## src/rtl/ble_seq_if.sv

```systemverilog
// Control, ROM and serial-output signals between the TX controller side and the packet sequencer.
interface ble_seq_if;
  logic       start;
  logic       stop;
  logic [7:0] repeat_count;
  logic [7:0] rom_addr;
  logic       rom_data;
  logic       tx_bit;
  logic       tx_valid;
  logic       sym_strobe;
  logic       busy;
  logic       done;
  logic [7:0] pass_cnt;

  // Environment side: TX controller plus packet ROM
  modport master (
    output start, stop, repeat_count, rom_data,
    input  rom_addr, tx_bit, tx_valid, sym_strobe, busy, done, pass_cnt
  );

  // Sequencer side
  modport slave (
    input  start, stop, repeat_count, rom_data,
    output rom_addr, tx_bit, tx_valid, sym_strobe, busy, done, pass_cnt
  );
endinterface

```

## src/rtl/ble_packet_sequencer.sv

```systemverilog
// Walks the 1-bit packet ROM, holding each bit for SPS cycles, replaying the
// packet repeat_count times with an optional idle gap between passes.
module ble_packet_sequencer #(
  parameter int unsigned SPS         = 16,
  parameter int unsigned PKT_LEN     = 256,
  parameter int unsigned GAP_SYMBOLS = 32
) (
  input  logic     clk,
  input  logic     rst,
  ble_seq_if.slave bus
);

  localparam int unsigned SYM_W     = $clog2(SPS);
  localparam int unsigned GAP_W     = $clog2(255 * SPS + 1);
  localparam int unsigned GAP_LAST  = (GAP_SYMBOLS == 0) ? 0 : GAP_SYMBOLS * SPS - 1;
  localparam logic [7:0]  ADDR_LAST = 8'(PKT_LEN - 1);

  typedef enum logic [1:0] {IDLE, TX, GAP, DONE} state_e;

  state_e             state_q, state_d;
  logic [7:0]         rom_addr_q, rom_addr_d;
  logic [SYM_W-1:0]   sym_cnt_q, sym_cnt_d;
  logic [GAP_W-1:0]   gap_cnt_q, gap_cnt_d;
  logic [7:0]         reps_q, reps_d;
  logic [7:0]         pass_cnt_q, pass_cnt_d;
  logic               tx_bit_q, tx_bit_d;
  logic               tx_valid_q, tx_valid_d;
  logic               sym_strobe_q, sym_strobe_d;
  logic               busy_q, busy_d;
  logic               done_q, done_d;
  logic               sym_last_c;

  assign sym_last_c = (sym_cnt_q == SYM_W'(SPS - 1));

  // Next-state and counter logic; stop overrides every other transition
  always_comb begin
    state_d    = state_q;
    rom_addr_d = rom_addr_q;
    sym_cnt_d  = sym_cnt_q;
    gap_cnt_d  = gap_cnt_q;
    reps_d     = reps_q;
    pass_cnt_d = pass_cnt_q;

    unique case (state_q)
      IDLE: begin
        if (bus.start) begin
          reps_d     = (bus.repeat_count == 8'd0) ? 8'd1 : bus.repeat_count;
          rom_addr_d = 8'd0;
          sym_cnt_d  = '0;
          gap_cnt_d  = '0;
          pass_cnt_d = 8'd0;
          state_d    = TX;
        end
      end
      TX: begin
        if (sym_last_c) begin
          sym_cnt_d = '0;
          if (rom_addr_q == ADDR_LAST) begin
            // Explicit wrap at the end of a pass
            rom_addr_d = 8'd0;
            pass_cnt_d = pass_cnt_q + 8'd1;
            if ((pass_cnt_q + 8'd1) == reps_q) begin
              state_d = DONE;
            end else if (GAP_SYMBOLS == 0) begin
              state_d = TX;
            end else begin
              gap_cnt_d = '0;
              state_d   = GAP;
            end
          end else begin
            rom_addr_d = rom_addr_q + 8'd1;
          end
        end else begin
          sym_cnt_d = sym_cnt_q + SYM_W'(1);
        end
      end
      GAP: begin
        if (gap_cnt_q == GAP_W'(GAP_LAST)) begin
          gap_cnt_d = '0;
          sym_cnt_d = '0;
          state_d   = TX;
        end else begin
          gap_cnt_d = gap_cnt_q + GAP_W'(1);
        end
      end
      DONE: begin
        state_d = IDLE;
      end
      default: begin
        state_d = IDLE;
      end
    endcase

    if ((state_q != IDLE) && bus.stop) begin
      state_d    = IDLE;
      rom_addr_d = 8'd0;
      sym_cnt_d  = '0;
      gap_cnt_d  = '0;
      pass_cnt_d = pass_cnt_q;
    end
  end

  // Output pipeline: one cycle from rom_addr to tx_bit
  always_comb begin
    tx_bit_d     = 1'b0;
    tx_valid_d   = 1'b0;
    sym_strobe_d = 1'b0;
    busy_d       = 1'b0;
    done_d       = 1'b0;
    if (state_q == TX) begin
      tx_bit_d     = bus.rom_data;
      tx_valid_d   = 1'b1;
      sym_strobe_d = (sym_cnt_q == '0);
    end
    busy_d = (state_d != IDLE);
    done_d = (state_q == DONE) && !bus.stop;
  end

  // State and output registers
  always_ff @(posedge clk) begin
    if (rst) begin
      state_q      <= IDLE;
      rom_addr_q   <= 8'd0;
      sym_cnt_q    <= '0;
      gap_cnt_q    <= '0;
      reps_q       <= 8'd0;
      pass_cnt_q   <= 8'd0;
      tx_bit_q     <= 1'b0;
      tx_valid_q   <= 1'b0;
      sym_strobe_q <= 1'b0;
      busy_q       <= 1'b0;
      done_q       <= 1'b0;
    end else begin
      state_q      <= state_d;
      rom_addr_q   <= rom_addr_d;
      sym_cnt_q    <= sym_cnt_d;
      gap_cnt_q    <= gap_cnt_d;
      reps_q       <= reps_d;
      pass_cnt_q   <= pass_cnt_d;
      tx_bit_q     <= tx_bit_d;
      tx_valid_q   <= tx_valid_d;
      sym_strobe_q <= sym_strobe_d;
      busy_q       <= busy_d;
      done_q       <= done_d;
    end
  end

  assign bus.rom_addr   = rom_addr_q;
  assign bus.tx_bit     = tx_bit_q;
  assign bus.tx_valid   = tx_valid_q;
  assign bus.sym_strobe = sym_strobe_q;
  assign bus.busy       = busy_q;
  assign bus.done       = done_q;
  assign bus.pass_cnt   = pass_cnt_q;

endmodule

```

## src/flat_wrapper.sv

```systemverilog
// flat-port wrapper written by rule: the top's interface ports become plain ports
module ble_packet_sequencer_flat 
#(
  parameter int unsigned SPS         = 16,
  parameter int unsigned PKT_LEN     = 256,
  parameter int unsigned GAP_SYMBOLS = 32
)
  (clk, rst, bus_start, bus_stop, bus_repeat_count, bus_rom_data, bus_rom_addr, bus_tx_bit, bus_tx_valid, bus_sym_strobe, bus_busy, bus_done, bus_pass_cnt);
  ble_seq_if bus_i ();
  input  logic clk;
  input  logic rst;
  input wire logic [$bits(bus_i.start)-1:0] bus_start;
  input wire logic [$bits(bus_i.stop)-1:0] bus_stop;
  input wire logic [$bits(bus_i.repeat_count)-1:0] bus_repeat_count;
  input wire logic [$bits(bus_i.rom_data)-1:0] bus_rom_data;
  output wire logic [$bits(bus_i.rom_addr)-1:0] bus_rom_addr;
  output wire logic [$bits(bus_i.tx_bit)-1:0] bus_tx_bit;
  output wire logic [$bits(bus_i.tx_valid)-1:0] bus_tx_valid;
  output wire logic [$bits(bus_i.sym_strobe)-1:0] bus_sym_strobe;
  output wire logic [$bits(bus_i.busy)-1:0] bus_busy;
  output wire logic [$bits(bus_i.done)-1:0] bus_done;
  output wire logic [$bits(bus_i.pass_cnt)-1:0] bus_pass_cnt;
  assign bus_i.start = bus_start;
  assign bus_i.stop = bus_stop;
  assign bus_i.repeat_count = bus_repeat_count;
  assign bus_i.rom_data = bus_rom_data;
  assign bus_rom_addr = bus_i.rom_addr;
  assign bus_tx_bit = bus_i.tx_bit;
  assign bus_tx_valid = bus_i.tx_valid;
  assign bus_sym_strobe = bus_i.sym_strobe;
  assign bus_busy = bus_i.busy;
  assign bus_done = bus_i.done;
  assign bus_pass_cnt = bus_i.pass_cnt;
  ble_packet_sequencer #(.SPS(SPS), .PKT_LEN(PKT_LEN), .GAP_SYMBOLS(GAP_SYMBOLS)) u_core (.clk(clk), .rst(rst), .bus(bus_i));
endmodule
```

## config.mk

```make
export PLATFORM = sky130hd
export DESIGN_NAME = ble_packet_sequencer_flat
export DESIGN_NICKNAME = d
export VERILOG_FILES = /design/src/rtl/ble_seq_if.sv /design/src/rtl/ble_packet_sequencer.sv /design/src/flat_wrapper.sv
export SDC_FILE = /design/constraint.sdc
export NUM_CORES = 1
export LEC_CHECK = 0
export ABC_AREA = 1
export CAP_MARGIN = 20
export CORE_UTILIZATION = 55
export DETAILED_ROUTE_END_ITERATION = 8
export PLACE_DENSITY = 0.8
export SYNTH_ARGS = -nofsm -noshare
export SYNTH_HDL_FRONTEND = slang
export SYNTH_SLANG_ARGS = --single-unit
```

## constraint.sdc

```tcl
create_clock -name clk -period 2.4 [get_ports clk]
set_clock_uncertainty 0.05 [all_clocks]
set_input_delay 0.48 -clock clk [delete_from_list [all_inputs] [get_ports clk]]
set_output_delay 0.48 -clock clk [all_outputs]
set_load 0.05 [all_outputs]
```

==> summary.txt, run 1 <==
Status = finished clean
GPL Wtd Cong = 0.876
Fin Hold WS = 0.422 ns
P&R area growth vs syn = 19.2%
EDFF count, synth = 0
Most common cell after layout, fill and taps aside = nand2_1
Cell depth of the worst hold path = 2
# clock sinks = 47
Core area = 4410 um^2
Filler Cells Inserted = 385
Mapped cell area = 2550 um^2
DRT antenna net count = 0
Ys async rst share = 0%
Highest cell delay on the worst timing path = 0.86 ns
Buf/Inv on CP = 1
Unrepaired setup endpoints after global routing = no
CTS tree = done
Tot GR Track Use = 23.8%
Slew @ Worst Pin = 0.554 ns
Crit Path Max Fanout = 9
Largest net degree at the start of global routing = 17
Nets = 416
Crit path arrival time = 1.68 ns
Number of global-route vias before repair = 2107
Sequential share of power = 48.0%
H-tree depth = 2
Hold-fix buffer count after cts = 0
Yosys reg bits = 47
Min Tclk post-route = 2.21 ns
Slew headroom = 62.8%
Die X = 70.1 um
Setup bufs post-CTS = 0
Num CTS Buffers = 5
Multi-input combinational cell area = 1370 um^2
Top cells by area, synth = dfxtp_1 37%, nand2_1 10%, inv_1 5.9%
Net load switching power = 0.501 mW
Synth warn = 0
# diodes = 0
Tot Pwr = 1.75 mW
Post-DP HPWL = 4.02 mm
Vias post-DR = 2436
Syn Inst Count = 361
Peak Freq = 452 MHz
Fin. Hold Viols = 0
Synthesized area per cell = 7.07 um^2
Drt wl/cell = 12.3 um
Sw Ratio = 28.6%
Part of the power in the clock network = 35.0%
Syn Nets = 379
Drt drc = 0
Worst reg2reg setup slack = 0.32 ns
Share of layout cells above drive strength 1 = 13.5%
Later-pin clock latency in the skew report = 0.31 ns
Period utilisation layout = 92.2%
Comb power frac = 17.1%
Worst Hold Class = flop to flop
Die area = 4910 um^2
Worst-path cell chain = clkdlybuf4s50_1
Distinct cells, synth = 37
Worst hold start = u_core.gap_cnt_q[6]
Final slew viol count = 0
I/O pin count = 34
Drt total wl = 5.54 mm
CP endpoint kind = primary output
Initial Utilization = 57.8%
VDD IR-drop max = 0.000349 V
FP Rows = 24
Power Internal = 1.25 mW
Prevailing post-synth register cell = dfxtp_1
Max clock buf depth = 2
Post-CTS sizing = 0
Worst-path clk slew = 0.09 ns
Clk root buf = clkbuf_8
Required @ worst endpoint = 1.87 ns
Initial DRT Pass Iterations = 5
Sequential-to-total area share from yosys stat = 36.9%
DRT iter0 DRCs = 180
Critical path class = flop to primary output
Reg-to-Reg Start = u_core.bus.pass_cnt[1]
Worst path top cell family by delay = buffers and inverters
R2R depth = 13
Slowest CP cell = clkdlybuf4s50_1
Hold EP = u_core.gap_cnt_q[6]
Power Density = 576 nW/um^2
Share of the synthesized area in the top cell type = 36.9%
First-pass GRT wire length = 9.39 mm
GRT overflow = 0
Yosys top cell by area = dfxtp_1
Setup TNS = 0 ns
Reg-to-Reg End = u_core.gap_cnt_q[0]
Register area = 941 um^2
Pleak = 1.14 nW
PortBufs = 33
Crit path launch type = flop
Maxcap violations = 0
Setup violators final = 0
Initial antenna violation count = 0
Most frequent cells in the layout = 71 x nand2_1, 47 x dfxtp_1, 40 x inv_1
Die Y = 70.1 um
Vias per inst = 5.40
==> cell usage after synthesis (2+ instances only) <==
cell type / number
nand2_2: 13
clkbuf_1: 2
nand3_2: 3
a21oi_2: 10
nand3_1: 30
nand2_1: 71
nor4_1: 2
ha_1: 5
a211oi_1: 2
or2_2: 2
o21ai_0: 19
nor2_2: 2
nor2_4: 2
nand4_1: 5
a21oi_1: 25
inv_2: 6
buf_6: 3
xor2_1: 4
nor2_1: 32
and3_1: 2
clkinv_1: 3
nor3_1: 10
dfxtp_1: 47
o21ai_1: 5
inv_1: 40
xnor2_1: 2
nand3b_1: 4
==> flip-flops by register name, indices dropped and copies added (netlist names) <==
name / cells
u_core.state_q: 2
u_core.bus.pass_cnt: 8
u_core.gap_cnt_q: 12
u_core.bus.sym_strobe: 1
u_core.bus.rom_addr: 8
u_core.bus.tx_bit: 1
u_core.bus.busy: 1
u_core.reps_q: 8
u_core.sym_cnt_q: 4
u_core.bus.done: 1
u_core.bus.tx_valid: 1
==> worst max-delay path by stage <==
stage          depth (start not counted)  slack (ns)                    from                endpoint
2_1_floorplan                         14        0.21  u_core.bus.pass_cnt[0]     u_core.gap_cnt_q[7]
6_report                               1        0.19  u_core.bus.pass_cnt[3]         bus_pass_cnt[3]
4_1_cts                                1        0.19  u_core.bus.pass_cnt[3]         bus_pass_cnt[3]
3_5_place_dp                           8        0.31               bus_start  u_core.bus.pass_cnt[4]
3_3_place_gp                           7        0.31               bus_start  u_core.bus.pass_cnt[0]
5_1_grt                               14        0.05  u_core.bus.pass_cnt[0]     u_core.gap_cnt_q[0]
==> cell type report <==
class | instances | share of cell area, %
Multi-Input combinational cell | 258 | 45.1
Sequential cell | 47 | 30.9
Timing Repair Buffer | 37 | 11.9
Inverter | 49 | 6.05
Clock buffer | 6 | 2.72
Tap cell | 52 | 2.14
Clock inverter | 2 | 1.15
==> kinds of logic after synthesis <==
family,after synthesis,synth area share (%)
AOI/OAI and AO/OA,67,15.9
xor gates and xnor gates,6,2.06
adders and majority gates,5,2.45
buffers and inverters,56,9.32
DFF,47,36.9
and+or+nand+nor,180,33.3
==> per-stage QoR <==
step	cells	area [um^2]	utilization, %	setup slack [ns]
finish	451	3040	68.9	0.186
global route	451	3040	68.9	0.0460
CTS	451	3040	68.9	0.195
detailed placement	443	2920	66.2	0.310
global placement	443	2920	66.2	0.310
floorplan	361	2550	-	0.215
==> power groups by stage <==
stage	Sequential [mW]	Clock [mW]	Combinational, mW
finish	0.841	0.613	0.299
global route	0.845	0.653	0.325
CTS	0.839	0.622	0.298
detailed placement	0.858	0	0.296
global placement	0.856	0	0.292
floorplan	0.901	0	0.167
==> worst register-to-register path, cell delays in order (launching register included) <==
cell,delay [ns]
dfxtp_1,0.45
ha_1,0.23
nand3_1,0.12
o21bai_2,0.16
nand2_1,0.08
nand2_1,0.08
nand2_2,0.05
nor2_2,0.09
nand3_1,0.07
nand2_1,0.08
nand2_1,0.06
nand2_2,0.28
nand2_1,0.09
a21oi_1,0.14
==> routing by layer <==
metal / track usage (%) / vias to the layer above / part of all wire, %
met5: 0 / - / 0
met2: 38.8 / 87 / 45
met1: 30.7 / 1073 / 46
met4: 7.78 / 0 / 1.9
met3: 6.35 / 13 / 6.5
li1: - / 1263 / -
Power figures use the tool's default switching activity.
==> run 2: changes to the inputs <==
--- a/config.mk
+++ b/config.mk
@@ -7,6 +7,7 @@
 export LEC_CHECK = 0
 export ABC_AREA = 1
 export CAP_MARGIN = 20
+export CORE_MARGIN = 5
 export CORE_UTILIZATION = 55
 export DETAILED_ROUTE_END_ITERATION = 8
 export PLACE_DENSITY = 0.8
==> run 2 against run 1 <==
  * Highest routed layer unchanged
  * Largest power group unchanged
  * Critical path depth stayed put
  * Sequential share of layout area is 0.38 points lower
  * Worst hold slack better by 0.0059 ns
  * Combinational power up 4%
  * Maximum frequency rose by 2.1%
  * Sequential cell count stayed put
  * Die area up 24%
==> summary.txt, run 2 (synthesized netlist as in run 1, its figures left out) <==
Later-pin clock latency in the skew report = 0.30 ns
Nets = 419
Comb power frac = 16.9%
Min Tclk post-route = 2.17 ns
Worst Setup Slack post-DPL = 0.262 ns
Largest net degree at the start of global routing = 17
Worst-path cell chain = clkdlybuf4s50_1
Fin. Hold Viols = 0
DRT iter0 DRCs = 170
Initial Utilization = 57.8%
Required @ worst endpoint = 1.87 ns
# diodes = 0
Unrepaired setup endpoints after global routing = no
Final slew viol count = 0
Crit path arrival time = 1.64 ns
Maxcap violations = 0
P&R area growth vs syn = 20.6%
Die area = 6100 um^2
VDD IR-drop max = 0.000308 V
Highest cell delay on the worst timing path = 0.86 ns
Post-CTS sizing = 0
Buf/Inv on CP = 1
Tot GR Track Use = 20.0%
Power Density = 597 nW/um^2
Largest register FFs = 12
Power Internal = 1.34 mW
Clk root buf = clkbuf_8
Crit Path Max Fanout = 8
CP endpoint kind = primary output
Part of the power in the clock network = 37.4%
Initial antenna violation count = 0
Vias per inst = 5.40
Num CTS Buffers = 5
M1 GR Usage = 27.5%
Utilization after layout = 69.7%
Crit path launch type = flop
Slew headroom = 66.4%
Setup violators final = 0
Sequential share of power = 45.6%
DRT antenna net count = 0
First-pass GRT wire length = 10.1 mm
Worst path top cell family by delay = buffers and inverters
Post-DP HPWL = 4.40 mm
Initial DRT Pass Iterations = 4
CTS tree = done
FP Rows = 24
Final setup margin = 0.231 ns
Setup bufs post-CTS = 0
GPL Wtd Cong = 0.926
H-tree depth = 2
Worst Hold Class = flop to flop
Drt wl/cell = 13.1 um
Net load switching power = 0.501 mW
GR peak layer = met2
GRT overflow = 0
Core area = 4410 um^2
Hold-fix buffer count after cts = 0
Cells after DPL = 446
Drt total wl = 5.93 mm
Post-route insts no fill = 454
PortBufs = 33
Die Y = 78.1 um
Die X = 78.1 um
Status = finished clean
Period utilisation layout = 90.4%
Setup TNS = 0 ns
Max clock buf depth = 2
Peak Freq = 461 MHz
Number of global-route vias before repair = 2242
M2 GR Usage = 31.9%
Drt drc = 0
Vias post-DR = 2451
Worst-path clk slew = 0.09 ns
Pleak = 1.16 nW
Filler Cells Inserted = 396
I/O pin count = 34
Slew @ Worst Pin = 0.503 ns
Most frequent cells in the layout = 71 x nand2_1, 47 x dfxtp_1, 40 x inv_1
# clock sinks = 47
Critical path class = flop to primary output
Slowest CP cell = clkdlybuf4s50_1
Most common cell after layout, fill and taps aside = nand2_1
Share of layout cells above drive strength 1 = 13.9%
GR Util met3 = 4.12%
Largest Register = u_core.gap_cnt_q
Sw Ratio = 27.2%
==> run 2: path summary, 6_finish.rpt <==
kind	depth (start not counted)	slack, ns	start	to
max	1	0.23	u_core.bus.pass_cnt[2]	bus_pass_cnt[2]
min	2	0.43	u_core.gap_cnt_q[6]	u_core.gap_cnt_q[6]
max reg2reg	14	0.26	u_core.bus.pass_cnt[1]	u_core.gap_cnt_q[0]
min reg2reg	2	0.43	u_core.gap_cnt_q[6]	u_core.gap_cnt_q[6]
==> run 2: power by group through the flow <==
stage                     registers (mW)  logic (mW)  clock network [mW]
after floorplan                    0.901       0.167                   0
after global placement             0.854       0.305                   0
after detailed placement           0.856       0.308                   0
after CTS                          0.838       0.311               0.699
after global routing               0.843       0.340               0.736
final                              0.839       0.311               0.687
==> run 2: cell type report <==
class / count / area [um^2] / share of cell area, %
Timing Repair Buffer: 40 / 383 / 12.4
Clock buffer: 6 / 72.6 / 2.36
Inverter: 49 / 184 / 5.98
Multi-Input combinational cell: 258 / 1370 / 44.6
Sequential cell: 47 / 941 / 30.6
Clock inverter: 2 / 60.1 / 1.95
Tap cell: 52 / 65.1 / 2.11
==> run 2: layer usage <==
layer  wire (um)  vias to the layer above
met4          81                        0
met1        2810                     1134
met2        2800                       47
li1            -                     1261
met5           0                        -
met3         244                        9
==> run 2: stage by stage <==
stage               area (um^2)  hold slack, ns  total power [mW]
floorplan                  2550           0.394              1.07
global placement           2950           0.408              1.16
detailed placement         2950           0.410              1.16
CTS                        3080           0.427              1.85
global route               3080           0.450              1.92
finish                     3080           0.427              1.84
==> run 3: changes to the inputs <==
--- a/config.mk
+++ b/config.mk
@@ -11,6 +11,7 @@
 export CORE_UTILIZATION = 55
 export DETAILED_ROUTE_END_ITERATION = 8
 export PLACE_DENSITY = 0.8
+export SETUP_SLACK_MARGIN = 0.02
 export SYNTH_ARGS = -nofsm -noshare
 export SYNTH_HDL_FRONTEND = slang
 export SYNTH_SLANG_ARGS = --single-unit
==> results of run 3 <==
No change in the layout: final DEF, timing and power equal those of run 2.
